[config.mk]
export PLATFORM = sky130hd
export DESIGN_NAME = pipe_stall_ctrl
export DESIGN_NICKNAME = d
export VERILOG_FILES = /design/src/rtl/pipe_stall_ctrl.sv
export SDC_FILE = /design/constraint.sdc
export NUM_CORES = 1
export LEC_CHECK = 0
export ABC_CLOCK_PERIOD_IN_PS = 2430
export CAP_MARGIN = 20
export CORE_MARGIN = 8
export CORE_UTILIZATION = 52
export DETAILED_ROUTE_END_ITERATION = 10
export PLACE_DENSITY = 0.91
export RECOVER_POWER = 100
export SLEW_MARGIN = 30
export SYNTH_ARGS = -nofsm -noshare
export SYNTH_HDL_FRONTEND = slang
export SYNTH_SLANG_ARGS = --single-unit
export TNS_END_PERCENT = 5
[constraint.sdc]
create_clock -name Clk -period 2.43 [get_ports Clk]
set_input_delay 0.486 -clock Clk [delete_from_list [all_inputs] [get_ports Clk]]
set_output_delay 0.486 -clock Clk [all_outputs]
set_load 0.005 [all_outputs]
[src/rtl/pipe_stall_ctrl.sv]
// Stall/flush controller for the in-order pipeline.
// Turns D-cache miss, branch flush, load-use and I-cache miss events into
// per-register stall/flush vectors. It also tracks how long a miss has lasted,
// locks up after a miss timeout, and keeps a saturating stall-cycle counter.
module pipe_stall_ctrl #(
    parameter int NREG         = 5,
    parameter int LU_IDX       = 2,
    parameter int BR_IDX       = 2,
    parameter int DM_IDX       = 3,
    parameter int MISS_TIMEOUT = 64,
    parameter int CNT_W        = 16
) (
    input  logic             Clk,
    input  logic             Rst,
    input  logic             i_ICache_Miss,
    input  logic             i_DCache_Miss,
    input  logic             i_LoadUse,
    input  logic             i_BranchFlush,
    input  logic             i_Cnt_Clr,
    output logic [NREG-1:0]  o_Stall,
    output logic [NREG-1:0]  o_Flush,
    output logic [1:0]       o_State,
    output logic             o_Timeout,
    output logic [CNT_W-1:0] o_Stall_Cnt
);

    localparam int MW = $clog2(MISS_TIMEOUT + 1);

    localparam logic [1:0]    ST_RUN   = 2'b00;
    localparam logic [1:0]    ST_IMISS = 2'b01;
    localparam logic [1:0]    ST_DMISS = 2'b10;
    localparam logic [1:0]    ST_LOCK  = 2'b11;
    localparam logic [MW-1:0] MCNT_ONE = MW'(1);
    localparam logic [MW-1:0] MCNT_TO  = MW'(MISS_TIMEOUT);

    logic [1:0]       state_r;
    logic [1:0]       nxt_state_s;
    logic [1:0]       cand_state_s;
    logic [MW-1:0]    mcnt_r;
    logic [MW-1:0]    mcnt_nxt_s;
    logic             timeout_r;
    logic [CNT_W-1:0] scnt_r;
    logic [NREG-1:0]  stall_s;
    logic [NREG-1:0]  flush_s;

    // State register together with the consecutive-miss counter
    always_ff @(posedge Clk) begin
        if (Rst) begin
            state_r <= ST_RUN;
            mcnt_r  <= '0;
        end else begin
            state_r <= nxt_state_s;
            mcnt_r  <= mcnt_nxt_s;
        end
    end

    // Next state: LOCK is absorbing. A miss that persists too long forces LOCK.
    always_comb begin
        cand_state_s = ST_RUN;
        nxt_state_s  = state_r;
        mcnt_nxt_s   = mcnt_r;
        case (state_r)
            ST_LOCK: begin
                nxt_state_s = ST_LOCK;
                mcnt_nxt_s  = mcnt_r;
            end
            default: begin
                if (i_DCache_Miss) begin
                    cand_state_s = ST_DMISS;
                end else if (i_ICache_Miss) begin
                    cand_state_s = ST_IMISS;
                end else begin
                    cand_state_s = ST_RUN;
                end
                // The count restarts whenever the miss kind changes or the miss drops
                if (cand_state_s == ST_RUN) begin
                    mcnt_nxt_s = '0;
                end else if (cand_state_s == state_r) begin
                    mcnt_nxt_s = mcnt_r + MCNT_ONE;
                end else begin
                    mcnt_nxt_s = MCNT_ONE;
                end
                if ((cand_state_s != ST_RUN) && (mcnt_nxt_s >= MCNT_TO)) begin
                    nxt_state_s = ST_LOCK;
                end else begin
                    nxt_state_s = cand_state_s;
                end
            end
        endcase
    end

    // Output vectors: only the highest-priority event drives them; flush beats stall
    always_comb begin
        stall_s = '0;
        flush_s = '0;
        if (Rst) begin
            flush_s = '1;
        end else if (state_r == ST_LOCK) begin
            stall_s = '1;
        end else if (i_DCache_Miss) begin
            for (int k = 0; k < NREG; k++) begin
                if (k <= DM_IDX) stall_s[k] = 1'b1;
                if (k == DM_IDX + 1) flush_s[k] = 1'b1;
            end
        end else if (i_BranchFlush) begin
            for (int k = 0; k < NREG; k++) begin
                if ((k >= 1) && (k <= BR_IDX)) flush_s[k] = 1'b1;
            end
        end else if (i_LoadUse) begin
            for (int k = 0; k < NREG; k++) begin
                if (k < LU_IDX) stall_s[k] = 1'b1;
                if (k == LU_IDX) flush_s[k] = 1'b1;
            end
        end else if (i_ICache_Miss) begin
            for (int k = 0; k < NREG; k++) begin
                if (k == 0) stall_s[k] = 1'b1;
                if (k == 1) flush_s[k] = 1'b1;
            end
        end else begin
            stall_s = '0;
            flush_s = '0;
        end
        stall_s = stall_s & ~flush_s;
    end

    // Sticky lock-up flag, set on the edge that enters LOCK
    always_ff @(posedge Clk) begin
        if (Rst) begin
            timeout_r <= 1'b0;
        end else if (nxt_state_s == ST_LOCK) begin
            timeout_r <= 1'b1;
        end else begin
            timeout_r <= timeout_r;
        end
    end

    // Saturating count of stalled cycles; a clear beats an increment
    always_ff @(posedge Clk) begin
        if (Rst) begin
            scnt_r <= '0;
        end else if (i_Cnt_Clr) begin
            scnt_r <= '0;
        end else if ((|stall_s) && (scnt_r != {CNT_W{1'b1}})) begin
            scnt_r <= scnt_r + CNT_W'(1);
        end else begin
            scnt_r <= scnt_r;
        end
    end

    assign o_Stall     = stall_s;
    assign o_Flush     = flush_s;
    assign o_State     = state_r;
    assign o_Timeout   = timeout_r;
    assign o_Stall_Cnt = scnt_r;

endmodule
==> impl_metrics.py <==
metrics = {
    "synthesis": {
        "synth_most_common_cell": "dfxtp_1",
        "synth_xor_area_share_pct": 2.39,
        "yosysWarnings": 0,
        "muxShareOfSynthArea_pct": 1.37,
        "ys_top_cells_by_count": "26 x dfxtp_1, 19 x nor2_1, 16 x nand2_1, 11 x nand4_1, 10 x a21oi_1",
        "synth_cell_types": 44,
        "syn_area_per_cell_sq_um": 7.96,
        "synth_top_area_share_pct": 35.6,
        "synthTopCellsByArea": "dfxtp_1 36%, nor2_1 4.9%, nand4_1 4.7%",
        "synth_async_sr_flop_share_pct": 0,
        "synthSimpleGateAreaFrac_pct": 31.2,
        "ys.flop_type": "dfxtp_1",
        "synth_edf_count": 0,
        "synth_cells": 184,
        "seq_area_frac_synth_pct": 35.6,
        "synth-seq-cells": 26,
        "syn_nets": 193,
        "synth_area_sq_um": 1460,
        "synth_adder_area_share_pct": 1.71,
        "synth_compound_area_share_pct": 22.4,
        "yosys.area.top_type": "dfxtp_1",
        "synth_top_family_by_area": "simple AND/OR/NAND/NOR gates",
    },
    "global_route": {
        "grt_pass1_wl_microns": 6400,
        "track_usage_pct": 15.3,
        "antenna_found_initial": 0,
        "grt_overflow": 0,
        "grt_pass1_vias": 1442,
        "grt_start_max_net_pins": 16,
    },
    "route": {
        "drt-pass1-iter-count": 4,
        "drtIter0Drc": 163,
        "dr_wl_met2_microns": 2030,
        "drc": 0,
        "vias": 1567,
        "antenna_left": 0,
        "vias_per_cell": 6.17,
        "drt_wl_total_microns": 3930,
        "wl_per_cell_microns": 15.5,
        "met1_length_microns": 1590,
        "highest_layer": "met4",
        "wl_met3_microns": 220,
    },
    "critical_path": {
        "cp-end-kind": "output pin",
        "required_ns": 1.94,
        "r2r_cells": 5,
        "crit_type": "in2out",
        "startpoint_type": "input pin",
        "arrival_ns": 1.92,
        "path_max_fanout": 3,
    },
    "timing": {
        "period_minus_slack_ns": 2.41,
        "fin_ws_ns": 0.0245,
        "fmax_mhz": 416,
        "drv_slew": 0,
        "setup_viol": 0,
        "fin_crit_sh_pct": 99.0,
        "finalHoldViolCount": 0,
        "slew_headroom_pct": 49.7,
        "rsz0062_at_grt": "true",
        "tightest_slew_ns": 0.751,
        "fin_hold_ws_ns": 0.469,
        "finalSetupTns_ns": 0,
        "skew_ns": 0.00177,
    },
    "cts": {
        "cts_setup_buffers": 0,
        "numClockSinks": 26,
        "clockBufferDepth": 2,
        "htreeDepth": 1,
        "cts-root-buf": "clkbuf_4",
        "cts_buffers": 3,
        "cts_tree": "yes",
        "clock_latency_ns": 0.33,
        "path_clk_slew_ns": 0.14,
    },
    "power": {
        "clockPowerShare_pct": 29.2,
        "p_per_area_nw_per_um2": 400,
        "power_switching_mw": 0.188,
        "comb_power_share_pct": 13.2,
        "cellLeakagePower_nw": 0.738,
        "seqPwrFrac_pct": 57.6,
        "internal_power_mw": 0.576,
        "power_mw": 0.763,
        "sw_frac_of_total_pct": 24.6,
        "ir_drop_uv": 362,
    },
    "finish": {
        "multi_input_area_sq_um": 860,
        "n_fill_cell": 223,
        "areaGrowthSynthToFinish_pct": 30.3,
        "fin_nets": 233,
        "seqCellArea_sq_um": 522,
        "diodes": 0,
        "drive_gt1_share_pct": 7.62,
    },
    "floorplanning": {
        "rows": 19,
        "die_h_microns": 69.1,
        "core-area_sq_um": 2710,
        "dieArea_sq_um": 4770,
        "start_util_pct": 54.0,
        "dieWidth_microns": 69.1,
        "ioPinCount": 36,
    },
    "place": {
        "gp_congestion": 0.904,
        "pre_cts_slack_ns": -0.0182,
        "dp_hpwl_microns": 2860,
        "io_buffers": 35,
    },
    "worst_hold_path": {
        "hp-class": "reg2reg",
        "min_delay_path_depth": 2,
    },
    "run": {
        "max_cap_viol_count": 0,
    },
    "run_status": {
        "status": "completed",
    },
}
==> power groups by stage <==
stage	logic, mW	registers, mW	clock network [mW]
2_1_floorplan	0.0480	0.445	0
3_3_place_gp	0.101	0.448	0
3_5_place_dp	0.104	0.448	0
4_1_cts	0.105	0.439	0.228
5_1_grt	0.109	0.441	0.248
6_report	0.101	0.439	0.223
==> registers in the layout (all words and copies together) (netlist names) <==
register     cells
o_Stall_Cnt     16
mcnt_r           7
o_State          2
o_Timeout        1
==> logic make-up (layout without fill, tap and decap cells) <==
group,Yosys count,in the layout
mux,2,2
buf+inv,18,57
fa+ha+maj,2,2
xor+xnor,4,4
compound gates,48,48
flops,26,26
simple gates,84,84
==> placed cells by master (no fill, tap or decap), drive strengths merged, types with 2 or more instances in the layout <==
master         count
a31oi              8
dlygate4sd3       21
xor2               4
or4                6
inv                7
a21oi             11
and2               4
ha                 2
o31ai              5
a21o               3
and3               3
nand2             16
buf                9
or3                3
o22ai              2
clkdlybuf4s50     12
clkbuf             6
nand2b             4
nor3               2
nand3              7
a31o               2
and4               4
a311oi             3
nor2              19
dfxtp             26
nand4             11
o21ai              6
mux2i              2
==> critical path, stage by stage <==
cell             delay (ns)
clkdlybuf4s50_1        0.52
o21bai_1               0.11
a21o_1                 0.23
inv_2                  0.08
clkdlybuf4s50_1        0.50
==> routing by layer <==
layer,vias to the layer above,track usage (%)
met3,11,3.00
met1,716,17.2
met5,-,0
met2,67,26.7
met4,0,7.74
li1,773,-
==> area by class of cell <==
cell class | instances | share of cell area, %
clock buffers | 4 | 1.90
flip-flops and latches | 26 | 27.4
multi-input cells | 140 | 45.1
inverters | 7 | 1.38
well taps | 31 | 2.03
repair buffers | 46 | 22.2
==> worst paths after layout <==
| path | from | to | slack (ns) |
|---|---|---|---|
| setup / recovery | i_LoadUse | o_Stall[0] | 0.02 |
| hold / removal | o_Timeout | o_Timeout | 0.47 |
| setup reg to reg | o_State[0] | o_Stall_Cnt[11] | 0.46 |
| hold reg to reg | o_Timeout | o_Timeout | 0.47 |
==> what timing repair did <==
action                     in CTS  in global routing
hold buffers                    0                  0
hold endpoints to repair        0                  0
setup endpoints to repair       1                  5
resized for setup               1                  2
pin swaps                       0                  0
==> stage by stage <==
| step | util (%) | area [sq um] | instances |
|---|---|---|---|
| after detailed placement | 69.5 | 1880 | 250 |
| after global routing | 70.4 | 1910 | 254 |
| after floorplan | - | 1460 | 184 |
| after CTS | 70.8 | 1920 | 254 |
| final | 70.4 | 1910 | 254 |
| after global placement | 69.5 | 1880 | 250 |
Note: power is estimated with default switching activity, not from simulation.
==> RTL change 1, RTL diff (same settings) <==
Register the output `o_Timeout` once more, with the module's reset; this adds one clock of latency there. The other outputs are not delayed to match.
--- a/src/rtl/pipe_stall_ctrl.sv
+++ b/src/rtl/pipe_stall_ctrl.sv
@@ -152,3 +152,9 @@
     assign o_State     = state_r;
-    assign o_Timeout   = timeout_r;
+    always_ff @(posedge Clk) begin
+        if (Rst) begin
+            o_Timeout <= '0;
+        end else begin
+            o_Timeout <= timeout_r;
+        end
+    end
     assign o_Stall_Cnt = scnt_r;
Behaviour: no difference found for any inputs over 10 cycles, from zero or initial values and one cycle with Rst high; that may be too few to reach the edited logic, so the function may still have changed.
==> RTL change 1 against the original RTL <==
Total power decreased by 2.7%; via count increased by 3.6%; sequential cell count grew 1; final area is 0.98% lower; largest power group unchanged; global-route usage is 2.4 points higher; non-clock buffer count unchanged; synthesized area fell by 1.8%; die area shrank 1.4%; count of clock-buffer cells in the layout is 1 lower; worst setup slack better by 0.052 ns; wire length is 3.1% higher; maximum frequency increased by 2.2%; largest cell class unchanged.
==> RTL change 1: results (changes against the original RTL) <==
* Nets at 226 (-3.0%)
* Root Driver: clkbuf_4
* Synth top cells by count: 27 x dfxtp_1, 17 x nor2_1, 15 x nand2_1
* Clock transition at path regs at 0.14 ns (about the same)
* Maximum VDD drop at 0.0003631 V (+0.32%)
* I/O Buffers at 35 (unchanged)
* Initial antenna violation count at 0 (unchanged)
* Crit end category: output pin
* Relative slew slack at 54.36% (+4.7 points)
* Post-Route WL at 4052 µm (+3.1%)
* Asr flop ratio synth at 0% (unchanged)
* Top FF cell, synth: dfxtp_1
* Min-Delay Path Class: register to register
* First-pass GRT wire length at 6589 µm (+3.0%)
* DP Area at 1876 µm² (-0.40%)
* Status: completed
* Pre-antenna DRT Iters at 4 (unchanged)
* Gr usage total at 17.76% (+2.4 points)
* Initial DRC Count at 171 (+4.9%)
* DRC viols at 0 (unchanged)
* Pleak at 0.7206 nW (-2.4%)
* Maximum root-to-sink buffer count at 2 (unchanged)
* Layout Skew at 0.003195 ns (+0.001429 ns)
* Sequential fraction of the synthesis area at 37.60% (+2.0 points)
* Distinct cells, synth at 44 (unchanged)
* Worst-Skew Late Latency at 0.32 ns
* Synth area leaders: dfxtp_1 38%, a21oi_1 4.9%, nor2_1 4.4%, nand2_1 3.9%, nand4_1 3.0%
* Critical Path Fanout Max at 23 (+20)
* Vias in the first global route at 1511 (+4.8%)
* Synth warnings at 0 (unchanged)
* H-tree depth at 1 (unchanged)
* Critical Path AT at 1.87 ns (-0.05 ns)
* DP Wirelength at 3018 µm (+5.6%)
* # diodes at 0 (unchanged)
* Share of layout cells above drive strength 1 at 7.407% (-0.22 points)
* Syn Nets at 182 (-5.7%)
* Vias per cell at 6.575 (+6.6%)
* GP Congestion at 0.8782 (-2.9%)
* TritonCTS buffer count at 3 (unchanged)
* Max FFs per register at 16 (unchanged)
* Int Power at 559.1 µW (-2.9%)
* Largest net degree at the start of global routing at 24 (+8)
RTL change 1: cell types whose count changed in the layout (fill, tap and decap cells not counted), sizes merged, moves of 4 or more:
cell	change
or3	+4
a31oi	-6
and2	-4
o41ai	+4
a21oi	+4
RTL change 1: worst paths after layout:
check	start	endpoint	slack [ns]	cells after the start
max reg2reg	o_State[0]	o_Stall_Cnt[8]	0.40	5
min reg2reg	timeout_r	o_Timeout	0.48	1
min	timeout_r	o_Timeout	0.48	1
max	Rst	o_Stall[2]	0.08	4
RTL change 1: stage by stage:
step	setup slack, ns	hold slack, ns	instances
after global routing	0.03111	0.4981	247
after CTS	-0.02025	0.4758	247
after detailed placement	-0.08538	0.4570	243
final	0.07631	0.4753	247
after global placement	-0.08694	0.4492	243
after floorplan	0.5810	0.4389	173
RTL change 1: timing repair:
item	CTS	global route
buffers inserted	0	0
resized for setup	2	2
endpoints found under the hold margin	0	0
setup endpoints to repair	3	2
cloned	0	0
RTL change 1: worst max-delay path, cell delays in order:
cell	delay, ns
clkdlybuf4s50_1	0.45
buf_6	0.19
nor2_1	0.20
clkdlybuf4s50_1	0.55
RTL change 1: cells by family after synthesis:
group                      after synthesis  share of synthesized area, %
AOI/OAI and AO/OA                       48                         23.41
xor gates and xnor gates                 4                         2.437
adders and majority gates                2                         1.740
buffers and inverters                   11                         3.394
DFF                                     27                         37.60
muxes                                    3                         2.089
and+or+nand+nor                         78                         29.33
RTL change 1: metal layers:
layer,vias up,global-route usage [%],part of all wire (%)
met4,0,9.207,2.8
met1,758,20.04,40
met3,18,3.231,8.4
met5,-,0,0
li1,749,-,-
met2,99,31.13,49
RTL change 1: cell type report:
type | instances | area, µm²
Timing Repair Buffer | 46 | 417.9
Sequential cell | 27 | 540.5
Multi-Input combinational cell | 135 | 848.3
Clock inverter | 1 | 5.005
Inverter | 4 | 15.01
Clock buffer | 3 | 22.52
Tap cell | 31 | 38.79
Fill cell | 222 | 798.3
RTL change 1: power groups by stage:
stage	registers [mW]	logic, mW	clock network (mW)
4_1_cts	0.456	0.103	0.196
6_report	0.456	0.0980	0.188
2_1_floorplan	0.464	0.0465	0
3_5_place_dp	0.466	0.105	0
5_1_grt	0.458	0.108	0.212
3_3_place_gp	0.466	0.101	0
==> RTL change 2, RTL diff (same settings) <==
Without the edit above. `CNT_W`: 16 -> 32.
--- a/src/rtl/pipe_stall_ctrl.sv
+++ b/src/rtl/pipe_stall_ctrl.sv
@@ -10,3 +10,3 @@
     parameter int MISS_TIMEOUT = 64,
-    parameter int CNT_W        = 16
+    parameter int CNT_W        = 32
 ) (
Ports: changed (resized o_Stall_Cnt); port bits go from 36 to 52. No check against the original RTL was run, so the function may have changed too.
==> RTL change 2 against the original RTL <==
Synthesized area is 56% higher; sequential share of layout area is 0.31 points higher; register-to-register slack worse by 0.29 ns; sequential power is 60% higher; final area is 60% higher; critical path depth stayed put; worst setup slack better by 0.089 ns; sequential cell count is 16 higher; wire length is 63% higher; total power is 73% higher; critical path type unchanged; critical endpoint is now o_Stall[2]; largest cell class unchanged.
==> RTL change 2: results (changes against the original RTL) <==
* DP Area at 2999 µm² (+59%)
* I/O Buffers at 51 (+46%)
* Post-Route WL at 6396 µm (+63%)
* CP Launch Point: i_DCache_Miss
* Synth area leaders: dfxtp_1 37%, nor2_1 4.8%, or3_1 4.1%, nand3_1 3.9%, a21oi_2 3.8%
* Gr usage total at 19.16% (+3.8 points)
* Worst-Skew Late Latency at 0.30 ns (-0.03 ns)
* Nets at 355 (+52%)
* Critical Path AT at 1.83 ns (-0.09 ns)
* Clock transition at path regs at 0.07 ns (-0.07 ns)
* TritonCTS buffer count at 5 (+2)
* Worst reg2reg path depth at 6 (+1)
* DP Wirelength at 4771 µm (+67%)
* Share of layout cells above drive strength 1 at 14.70% (+7.1 points)
* Relative slew slack at 61.14% (+11 points)
* Distinct cells, synth at 52 (+18%)
* First-pass GRT wire length at 10410 µm (+63%)
* Int Power at 986.7 µW (+71%)
* Status: completed
* Layout Skew at 0.009684 ns (+0.007918 ns)
* R2R Path Start: o_Stall_Cnt[20]
* Root Driver: clkbuf_8
* Largest net degree at the start of global routing at 18 (+2)
* Final min period at 2.316 ns (-0.08940 ns)
* CP peak stage delay at 0.50 ns (-0.02 ns)
* Syn Nets at 280 (+45%)
* Non-Filler Instances at 399 (+57%)
==> RTL change 2: layout make-up <==
class | instances | area [µm²]
Sequential cell | 42 | 842.1
Clock inverter | 2 | 12.51
Fill cell | 350 | 1251
Timing Repair Buffer | 79 | 683.2
Clock buffer | 6 | 82.58
Inverter | 9 | 33.78
Tap cell | 52 | 65.06
Multi-Input combinational cell | 209 | 1324
==> RTL change 2: through the flow <==
stage	hold slack (ns)	util, %	TNS (ns)
detailed placement	0.4580	69.84	-0.09934
floorplan	0.4440	-	0
finish	0.4715	70.86	0
global placement	0.4612	69.84	-0.01107
global route	0.4925	70.86	0
CTS	0.4746	72.06	0
==> RTL change 2: cell families (layout without fill, tap and decap cells) <==
family	Yosys count	in the layout	share of synthesized area, %
XOR/XNOR	3	3	1.152
buffers and inverters	20	96	4.495
AO/OA/AOI/OAI	75	75	25.33
flip-flops	42	42	36.84
AND/OR/NAND/NOR	127	127	30.21
multiplexers	2	2	0.8772
adder cells (fa/ha/maj)	2	2	1.096
==> RTL change 2: metal layers <==
metal	vias to the layer above	share of wire [%]	track usage, %
li1	1173	-	-
met1	1154	40	20.24
met2	80	52	35.40
met3	10	6.9	5.519
met4	0	1.3	6.316
met5	-	0	0
==> RTL change 2: tightest hold or removal path, stage by stage (launching register included) <==
cell     delay, ns
dfxtp_1       0.31
inv_1         0.04
o21ai_0       0.07
==> RTL change 2: worst min path at each step <==
stage               from   endpoint  slack [ns]  depth (start not counted)
2_1_floorplan  mcnt_r[2]  mcnt_r[2]        0.44                          2
3_3_place_gp   mcnt_r[2]  mcnt_r[2]        0.46                          2
3_5_place_dp   o_Timeout  o_Timeout        0.46                          2
4_1_cts        o_Timeout  o_Timeout        0.47                          2
5_1_grt        o_Timeout  o_Timeout        0.49                          2
6_report       o_Timeout  o_Timeout        0.47                          2
==> RTL change 2: power groups by stage <==
stage | registers [mW] | logic (mW) | clock network, mW
2_1_floorplan | 0.716 | 0.0749 | 0
3_3_place_gp | 0.716 | 0.145 | 0
3_5_place_dp | 0.716 | 0.150 | 0
4_1_cts | 0.700 | 0.150 | 0.484
5_1_grt | 0.702 | 0.152 | 0.512
6_report | 0.701 | 0.141 | 0.476
==> RTL change 2: repair_timing <==
action	4_1_cts	5_1_grt
endpoints found under the setup margin	3	8
hold endpoints to repair	0	0
pin swaps	1	0
gates resized for setup	3	6
